[config.mk]
export PLATFORM = sky130hd
export DESIGN_NAME = fifo_wr_arbiter
export DESIGN_NICKNAME = d
export VERILOG_FILES = /design/src/rtl/fifo_wr_arbiter.sv
export SDC_FILE = /design/constraint.sdc
export NUM_CORES = 1
export LEC_CHECK = 0
export CAP_MARGIN = 20
export CORE_MARGIN = 5
export CORE_UTILIZATION = 29
export DETAILED_ROUTE_END_ITERATION = 8
export PLACE_DENSITY = 0.8
export SYNTH_ARGS = -nofsm -noshare
export SYNTH_HDL_FRONTEND = slang
export SYNTH_SLANG_ARGS = --single-unit
[constraint.sdc]
create_clock -name w_clk -period 2.4 [get_ports w_clk]
set_clock_uncertainty 0.1 [all_clocks]
set_input_delay 0.24 -clock w_clk [delete_from_list [all_inputs] [get_ports w_clk]]
set_output_delay 0.24 -clock w_clk [all_outputs]
set_load 0.1 [all_outputs]
[src/rtl/fifo_wr_arbiter.sv]
// fifo_wr_arbiter: round-robin owner of the async FIFO write port shared by NUM_REQ producers.
// Optional macro WR_ARB_BURST_EN lets an owner keep the port for up to MAX_BURST beats.
module fifo_wr_arbiter #(
    parameter int NUM_REQ    = 4,
    parameter int DATA_WIDTH = 8,
    parameter int MAX_BURST  = 4
) (
    input  logic                          w_clk,
    input  logic                          w_rst,
    input  logic [NUM_REQ-1:0]            req_valid,
    input  logic [NUM_REQ*DATA_WIDTH-1:0] req_data,
    output logic [NUM_REQ-1:0]            req_ready,
    input  logic                          wfull,
    output logic                          winc,
    output logic [DATA_WIDTH-1:0]         wdata,
    output logic                          grant_valid,
    output logic [$clog2(NUM_REQ)-1:0]    grant_id
);
    localparam int ID_W = $clog2(NUM_REQ);

    typedef enum logic [0:0] {
        IDLE  = 1'b0,
        GRANT = 1'b1
    } state_t;

    state_t          state_q, state_d;
    logic [ID_W-1:0] grant_id_q, grant_id_d;
    logic [ID_W-1:0] last_id_q, last_id_d;
    logic [ID_W-1:0] ptr_s, win_id_s;
    logic            win_found_s;
    logic            owner_valid_s;
    logic            xfer_s;
    logic            last_beat_s;
    logic            release_s;

    if (NUM_REQ < 2 || NUM_REQ > 8 || MAX_BURST < 1 || MAX_BURST > 16) begin : g_param_check
        $error("fifo_wr_arbiter: parameter out of range");
    end

    // First valid requester after ptr, wrapping; {found, index}.
    function automatic logic [ID_W:0] rr_pick(input logic [NUM_REQ-1:0] valid,
                                              input logic [ID_W-1:0]    ptr);
        logic [ID_W:0] pick;
        int            idx;
        pick = '0;
        for (int k = NUM_REQ; k >= 1; k--) begin
            idx = (int'(ptr) + k) % NUM_REQ;
            if (valid[ID_W'(idx)]) begin
                pick = {1'b1, ID_W'(idx)};
            end
        end
        return pick;
    endfunction

`ifdef WR_ARB_BURST_EN
    localparam int CNT_W = (MAX_BURST > 1) ? $clog2(MAX_BURST) : 1;

    logic [CNT_W-1:0] beat_cnt_q, beat_cnt_d;

    assign last_beat_s = (beat_cnt_q == CNT_W'(MAX_BURST - 1));

    // Beat counter: cleared on every release, otherwise counts transfers.
    always_comb begin
        beat_cnt_d = beat_cnt_q;
        if (state_q == GRANT) begin
            if (release_s) begin
                beat_cnt_d = '0;
            end else if (xfer_s) begin
                beat_cnt_d = beat_cnt_q + CNT_W'(1);
            end else begin
                beat_cnt_d = beat_cnt_q;
            end
        end else begin
            beat_cnt_d = '0;
        end
    end

    // Beat counter register.
    always_ff @(posedge w_clk) begin
        if (w_rst) begin
            beat_cnt_q <= '0;
        end else begin
            beat_cnt_q <= beat_cnt_d;
        end
    end
`else
    assign last_beat_s = 1'b1;
`endif

    // Search starts after the current owner when granted, after the last owner when idle.
    assign ptr_s = (state_q == GRANT) ? grant_id_q : last_id_q;
    assign {win_found_s, win_id_s} = rr_pick(req_valid, ptr_s);

    // Write-port datapath; wfull reaches winc/req_ready combinationally.
    always_comb begin
        owner_valid_s = req_valid[grant_id_q];
        xfer_s        = ~w_rst & (state_q == GRANT) & owner_valid_s & ~wfull;
        release_s     = (state_q == GRANT) & (~owner_valid_s | (xfer_s & last_beat_s));
        req_ready     = '0;
        req_ready[grant_id_q] = xfer_s;
        winc          = xfer_s;
        wdata         = req_data[grant_id_q*DATA_WIDTH +: DATA_WIDTH];
    end

    // Ownership FSM next state.
    always_comb begin
        state_d    = state_q;
        grant_id_d = grant_id_q;
        last_id_d  = last_id_q;
        case (state_q)
            IDLE: begin
                if (win_found_s) begin
                    state_d    = GRANT;
                    grant_id_d = win_id_s;
                    last_id_d  = win_id_s;
                end else begin
                    state_d = IDLE;
                end
            end
            GRANT: begin
                if (release_s) begin
                    if (win_found_s) begin
                        state_d    = GRANT;
                        grant_id_d = win_id_s;
                        last_id_d  = win_id_s;
                    end else begin
                        state_d = IDLE;
                    end
                end else begin
                    state_d = GRANT;
                end
            end
            default: begin
                state_d = IDLE;
            end
        endcase
    end

    // Ownership FSM registers; last_id resets so requester 0 wins first.
    always_ff @(posedge w_clk) begin
        if (w_rst) begin
            state_q    <= IDLE;
            grant_id_q <= '0;
            last_id_q  <= ID_W'(NUM_REQ - 1);
        end else begin
            state_q    <= state_d;
            grant_id_q <= grant_id_d;
            last_id_q  <= last_id_d;
        end
    end

    assign grant_valid = (state_q == GRANT);
    assign grant_id    = grant_id_q;

endmodule
# [Yosys cells after proc, flatten, opt, wreduce, memory -nomap -nowiden]
# Cells that the tools add are included.
[classes] n_addsub=4 order_cmp=6 eq_ne=1 n_shift=1 mux=30 n_bitwise=10 n_reduce_logical=1
[ops] operator="32-bit by 6-bit variable part select with 8-bit output" count=1
[ops] operator="2-bit by 4-bit < comparator with 1-bit output, second input constant" count=4
[ops] operator="1-bit two-way mux" count=12
[ops] operator="3-bit two-way mux" count=4
[ops] operator="1-bit binary-select mux with 2-bit select" count=5
[ops] operator="2-bit two-way mux" count=5
[ops] operator="2-bit one-hot mux with 2 select lines" count=2
[ops] operator="2-bit by 1-bit adder with 2-bit output, second input constant" count=2
[ops] operator="2-bit adder, second input constant" count=2
[ops] operator="1-bit AND" count=4
[ops] operator="4-bit AND" count=1
[ops] operator="1-bit NOT" count=4
[ops] operator="2-bit by 3-bit < comparator with 1-bit output, second input constant" count=1
[ops] operator="1-bit demux with 2-bit select" count=1
[ops] operator="2-bit by 1-bit greater-or-equal comparator with 1-bit output, second input constant" count=1
[ops] operator="2-bit by 1-bit != test with 1-bit output, second input constant" count=1
[ops] operator="1-bit one-hot mux with 2 select lines" count=1
[ops] operator="1-bit logical AND" count=1
[ops] operator="1-bit bitwise OR" count=1
[word_totals] ff_bits=5 in_bits=39 word_cells=56

# [Longest topological paths before layout]
# Gate-level depths: netlist (run 1).
[depth] depth_word=12 ltp_mapped=6

# [Least setup slack after synthesis (run 1)]
# No wires, ideal clock.
[synth_path] kind="reg2out" startpoint="register grant_id_q[1], in the netlist grant_id[1]" endpoint="output req_ready[0]" arrival_time_ps=5975 t_required_ps=2060 path_slack_ps=-3915 stages_incl_launch_ff=6 path_cell_list="dfxtp_1 -> buf_2 -> mux4_2 -> nand2_1 -> nor3_1 -> nor3b_1"
[synth_between] elab_chain_cells=5
[synth_rtl] item="from (decl)" line="27" rtl="logic [ID_W-1:0] grant_id_q, grant_id_d;"
[synth_rtl] item="from (signal assigned)" line="147" rtl="grant_id_q <= grant_id_d;"
[synth_rtl] item="1-bit binary-select mux with 2-bit select" line="96" rtl="owner_valid_s = req_valid[grant_id_q];"
[synth_rtl] item="1-bit two-way mux (implied by the code)" line="96"
[synth_rtl] item="1-bit AND (2 in a row)" line="97" rtl="xfer_s = ~w_rst & (state_q == GRANT) & owner_valid_s & ~wfull;"
[synth_rtl] item="net winc" line="14" rtl="output logic winc,"
[synth_rtl] item="4-bit AND (no line)"
[synth_rtl] item="to (decl)" line="12" rtl="output logic [NUM_REQ-1:0] req_ready,"
# The timed path passes the listed nets, and every way through them passes these cells. The select of a mux whose other input is x is not followed.

# [Final worst setup path (run 1)]
[layout_path] startpoint="input req_valid[1]" endpoint="output req_ready[0]"
[layout_between] elab_chain_cells=5
[layout_rtl] item="from (decl)" line="10" rtl="input logic [NUM_REQ-1:0] req_valid,"
[layout_rtl] item="1-bit binary-select mux with 2-bit select" line="96"
[layout_rtl] item="1-bit two-way mux (implied by the code)" line="96"
[layout_rtl] item="1-bit AND (2 in a row)" line="97"
[layout_rtl] item="4-bit AND (no line)"
# Every way passes these cells. The select of a mux whose other input is x is not followed.

==> metrics.md, run 1 <==
| Metric | Value |
|---|---|
| Total grt overflow | 0 |
| Fillers | between 100 and 150 |
| Reg2Reg Setup Slack | ~340 ps |
| Slew headroom | roughly 67% |
| Synth area leaders | mux4_2 (24%), dfxtp_1 (18%), mux4_1 (14%) |
| GP Congestion | roughly 0.86 |
| RSZ-0062 raised after global routing | no |
| Design area | ~0.0012 mm² |
| Die width | about 54 µm |
| Root Buffer | clkbuf_4 |
| Synth Instances | 55 |
| Routed via count | about 660 |
| Yosys reg bits | 5 |
| Layout Area Growth over Synthesis | 116% |
| Flop pwr share | a little under a fifth |
| Post-DP HPWL | 1740 µm |
| Max Clk Rate | 0.448 GHz |
| Leak | around 0.46 nW |
| DRC viols | 0 |
| Die area | 0.00288 mm² |
| Clock tree buffer depth | 2 |
| Worst r2r src | grant_id[0] |
| CTS clk-pin slew, worst paths | 40 ps |
| Initial Utilization | 31.3% |
| Initial antenna violation count | 0 |
| Post-synthesis sequential area ratio | 18.1% |
| Hold Path Class | register to register |
| TritonCTS clock tree | done |
| Drt pass-1 iters | 4 |
| First DRT Iteration DRCs | 10 |
| Post-CTS setup buffer count | 0 |
| Peak supply drop | slightly above 0.6 mV |
| Vias per Instance | approximately 5 |
| Critical Path AT | ~1900 ps |
| Largest net degree at the start of global routing | 18 |
| PostCTS Resize Cnt | 0 |
| Row count | 15 |
| Placed instance area | 0.00116 mm² |
| Final wirelength | 2050 µm |
| Post-layout nets | 148 |
| Syn Area/Cell | between 10 and 15 µm² |
| Final min period | 2230 ps |
| Clk Latency, worst-skew pair | ~240 ps |
| Sw power | approximately 0.38 mW |
| Diodes inserted | 0 |
| Number of global-route vias before repair | roughly 640 |
| Pwr Total | 0.707 mW |
| H-tree levels | 1 |
| Period Utilization, post-route | between 90 and 100% |
| Worst Hold End | last_id_q[0] |
| Combinational share of power | between 60% and 70% |
| Die H | between 50 and 60 µm |
| Final slew viol count | 0 |
| Layout cells sized above 1 | approximately 34% |
| Core footprint | 0.00176 mm² |
| Sw Share | between 50 and 60% |
| CP required | around 2000 ps |
| Final hold violations | 0 |
| Final non-filler cell total | roughly 130 |
| Net Count, Synth | 94 |
| Min-delay src | last_id_q[0] |
| Post-Syn Area | roughly 550 µm² |
| Yosys warns | 0 |
| CP Class | input port to output port |
| ANT nets after route | 0 |
| CTS Buf Count | 3 |
| Share of the synthesized area in the top cell type | around a quarter |
| Reg2reg end | grant_id[1] |
| Final setup vio count | 0 |
| Pwr/cell area | approximately 590 mW/mm² |
| Crit path max fanout | 5 |
| CP Capture Type | output port |
| R2R cell count | 5 |
| Status | finished clean |
| Hold Buf Count CTS | 0 |
| Total track usage | approximately 14% |
| PortBufs | 54 |
| Hold path cells | 2 |
| Synth area leader | mux4_2 |
| Yosys cell types | 26 |
| Io pins | 55 |
| Clock power frac | 13.3% |
| Tightest Pin Transition | 493 ps |
| CTS sink cnt | 5 |
| P_int | roughly 0.33 mW |
| Inst Count DP | roughly 130 |
| First-pass GRT wire length | approximately 3000 µm |
| Max-cap violations | 0 |
| Worst setup SP type | input port |
| Wire per inst | roughly 15 µm |
power groups by stage:
stage | Sequential (mW) | Combinational, mW | Clock, mW
after CTS | 0.135 | 0.483 | 0.0971
after floorplan | 0.146 | 0.340 | 0
after global routing | 0.140 | 0.495 | 0.108
final | 0.133 | 0.480 | 0.0941
after detailed placement | 0.136 | 0.482 | 0
after global placement | 0.135 | 0.476 | 0
state kept, by name (all words and copies together) (netlist names):
signal	cells
grant_id	2
grant_valid	1
last_id_q	2
cells by family (layout without fill, tap and decap cells):
family / count (synthesis) / count (layout) / synth area share (%)
buf+inv: 6 / 59 / 5.67
flops: 5 / 5 / 18.1
mux: 11 / 11 / 42.4
compound gates: 10 / 10 / 12.5
simple gates: 23 / 23 / 21.3
final cells by class:
type | instances | area [µm²] | share of cell area (%)
multi-input cells | 44 | 455 | 38.2
inverters | 1 | 3.75 | 0.315
flip-flops and latches | 5 | 111 | 9.35
well taps | 25 | 31.3 | 2.63
repair buffers | 54 | 563 | 47.3
clock buffers | 4 | 26.3 | 2.21
critical path: stages:
cell             delay [ps]
clkdlybuf4s50_1         550
mux4_2                  300
nand2_2                  70
nor3_4                  260
nor3b_4                 270
buf_12                  200
per-layer routing:
layer / up-vias / track usage (%) / routed length [µm]
met5: - / 0 / 0
met2: 26 / 29.2 / 1270
met3: 0 / 4.43 / 134
met1: 316 / 13.9 / 648
li1: 320 / - / -
met4: 0 / 2.13 / 0
metrics by stage:
step / hold slack, ps / setup TNS (ps) / util (%) / setup slack (ps)
global placement: 404 / 0 / 66.0 / 174
finish: 428 / 0 / 67.5 / 166
CTS: 434 / 0 / 67.5 / 137
global route: 485 / 0 / 67.5 / 53.0
floorplan: 193 / -2270 / - / -791
detailed placement: 411 / 0 / 66.0 / 154
worst max-delay path by stage:
stage,startpoint,to,slack (ps),cells after the start
global route,grant_id[0],req_ready[0],50,5
global placement,req_valid[1],req_ready[0],170,6
detailed placement,req_valid[3],grant_id[1],150,6
CTS,grant_id[0],req_ready[1],140,5
finish,req_valid[1],req_ready[0],170,6
floorplan,grant_id[0],req_ready[0],-790,5
Yosys cell counts, drive strengths merged:
cell type / number
nor3b: 2
a31oi: 1
nand2: 7
o21ai: 2
a21o: 1
nor3: 3
inv: 1
buf: 3
o21bai: 1
a21oi: 3
nor2: 6
clkbuf: 2
dfxtp: 5
and3: 1
mux2i: 2
mux4: 9
and3b: 1
nor4: 1
o21a: 1
nand2b: 1
or3: 1
a211oi: 1
layout by cell type (no fill, tap or decap), types with 3 or more instances in the layout:
master,synthesis,final
nor2_1,6,5
mux4_1,3,3
buf_4,0,11
dfxtp_4,0,3
clkdlybuf4s50_1,0,38
nand2_1,7,6
mux4_2,6,6
buf_12,0,5
clkbuf_4,0,3
Power figures use the tool's default switching activity.
==> inputs of run 2 (changes only) <==
- CTS_CLUSTER_DIAMETER: not set -> 80
==> results of run 2 <==
Final layout, timing and power as in run 1 (identical DEF).
==> inputs of run 3 (changes only) <==
- CORE_AREA: not set -> 5 5 42 44
- CORE_MARGIN: 5 -> not set
- CORE_UTILIZATION: 29 -> not set
- DIE_AREA: not set -> 0 0 47 49
- DONT_BUFFER_PORTS: not set -> 1
- PLACE_DENSITY: 0.8 -> not set
==> run 3 against run 2 <==
  * Utilization fell by 13 points
  * Sequential share of layout area rose by 5.3 points
  * Critical path depth fell by 1
  * Cell area fell by 36%
  * Combinational power fell by 15%
  * Clock power rose by 6%
  * Critical endpoint unchanged
  * Via count fell by 25%
  * Global-route usage rose by 0.24 points
  * Count of clock-buffer cells in the layout did not move
  * Die area fell by 20%
  * Cell count fell by 38%
==> metrics.md, run 3 (synthesis results as in run 1) <==
| Metric | Value |
|---|---|
| Routed via count | roughly 500 |
| Initial antenna violation count | 0 |
| Slew headroom | 65.5% |
| Die width | 47 µm |
| Final setup vio count | 0 |
| Total grt overflow | 0 |
| Wire per inst | between 15 and 20 µm |
| Tightest Pin Transition | a little over 500 ps |
| Number of global-route vias before repair | slightly below 500 |
| Layout Area Growth over Synthesis | 37.6% |
| CTS Buf Count | 3 |
| PortBufs | 0 |
| Critical Path AT | about 1700 ps |
| Worst setup SP type | register |
| Hold Buf Count CTS | 1 |
| Initial Utilization | a little under 40% |
| Hold path cells | 2 |
| Final wirelength | roughly 1600 µm |
| CTS sink cnt | 5 |
| Pwr/cell area | 822 mW/mm² |
| Min-delay src | req_valid[3] |
| Status | finished clean |
| Max Clk Rate | 0.489 GHz |
| Diodes inserted | 0 |
| Post-DP HPWL | 1320 µm |
| Final min period | between 2000 and 2500 ps |
| Leak | between 0.2 and 0.3 nW |
| PostCTS Resize Cnt | 0 |
| Total track usage | between 10% and 20% |
| RSZ-0062 raised after global routing | no |
| ANT nets after route | 0 |
| Post-CTS setup buffer count | 0 |
| First-pass GRT wire length | between 2000 and 2500 µm |
| Reg2reg end | grant_id[1] |
| H-tree levels | 1 |
| Peak supply drop | around 0.33 mV |
| Fillers | 123 |
| Util after Layout | roughly 54% |
| Period Utilization, post-route | between 80% and 90% |
| CP Capture Type | output port |
| Post-layout nets | around 110 |
| TritonCTS clock tree | done |
| GP Congestion | about 0.9 |
| Layout cells sized above 1 | 48.5% |
| Clk Latency, worst-skew pair | 250 ps |
| Hold Path Class | input port to register |
| Reg2Reg Setup Slack | a little under 600 ps |
| First DRT Iteration DRCs | 2 |
| Core footprint | ~0.0014 mm² |
| Final slew viol count | 0 |
| CP required | around 2000 ps |
| Die area | 0.00230 mm² |
| Most frequent cells in the layout | buf_4 (7), mux4_2 (6), nand2_1 (6), nor2_1 (5), buf_12 (4) |
| Die H | 49 µm |
| Io pins | 55 |
| Worst Hold End | grant_valid |
| Root Buffer | clkbuf_4 |
| Worst r2r src | grant_id[0] |
| Max-cap violations | 0 |
| Drt pass-1 iters | 4 |
| Final non-filler cell total | 82 |
| Row count | 14 |
| Final hold violations | 0 |
| Most common cell after layout, fill and taps aside | buf_4 |
| Largest net degree at the start of global routing | 17 |
| Inst Count DP | 77 |
| Clock tree buffer depth | 2 |
| CTS clk-pin slew, worst paths | about 50 ps |
| CP Class | register to output port |
| R2R cell count | 5 |
| Vias per Instance | around 6 |
| Crit path max fanout | 5 |
| DRC viols | 0 |
## run 3: cell types whose count changed in the layout (fill, tap and decap cells not counted)
cell	before	now
buf_12	5	4
dlygate4sd3_1	0	1
buf_4	11	7
clkdlybuf4s50_1	38	0
## run 3: power by group
| part | total [mW] | internal [mW] | switching, mW | leakage (nW) |
|---|---|---|---|---|
| Sequential | 0.117 | 0.0955 | 0.0216 | 0.0434 |
| Clock | 0.100 | 0.0631 | 0.0374 | 0.0150 |
| Combinational | 0.406 | 0.0990 | 0.308 | 0.232 |
## run 3: critical path: stages (launching register included)
cell and delay (ps):
dfxtp_4 330, mux4_2 360, nand2_2 70, nor3_4 240
nor3b_4 260, buf_12 200
## run 3: worst max-delay path by stage
stage	startpoint	to	slack, ps
floorplan	grant_id[0]	req_ready[0]	-790
global placement	grant_id[0]	grant_id[1]	620
detailed placement	grant_id[0]	grant_id[1]	580
CTS	grant_id[0]	req_ready[0]	330
global route	grant_id[0]	req_ready[0]	240
finish	grant_id[0]	req_ready[0]	350
## run 3: layout make-up
cell class	count	area [µm²]	share of cell area, %
inverter	1	3.75	0.494
multi-input combinational	44	455	60.0
sequential	5	111	14.7
timing repair buffer	12	143	18.8
tap	16	20.0	2.64
clock buffer	4	26.3	3.46
## run 3: routing by layer
metal  share of wire (%)  GRT usage [%]  vias up
li1                    -              -      240
met1                  30           14.9      231
met2                  54           24.0       25
met3                  15           9.59        0
met4                   0           2.76        0
met5                   0              0        -
## run 3: stage by stage
stage	power, mW	area (µm²)	worst slack (ps)	setup TNS, ps	hold slack, ps
2_1_floorplan	0.485	598	-791	-2270	193
3_3_place_gp	0.522	723	621	0	196
3_5_place_dp	0.525	723	575	0	197
4_1_cts	0.631	759	335	0	33.0
5_1_grt	0.658	759	243	0	81.4
6_report	0.624	759	354	0	42.7
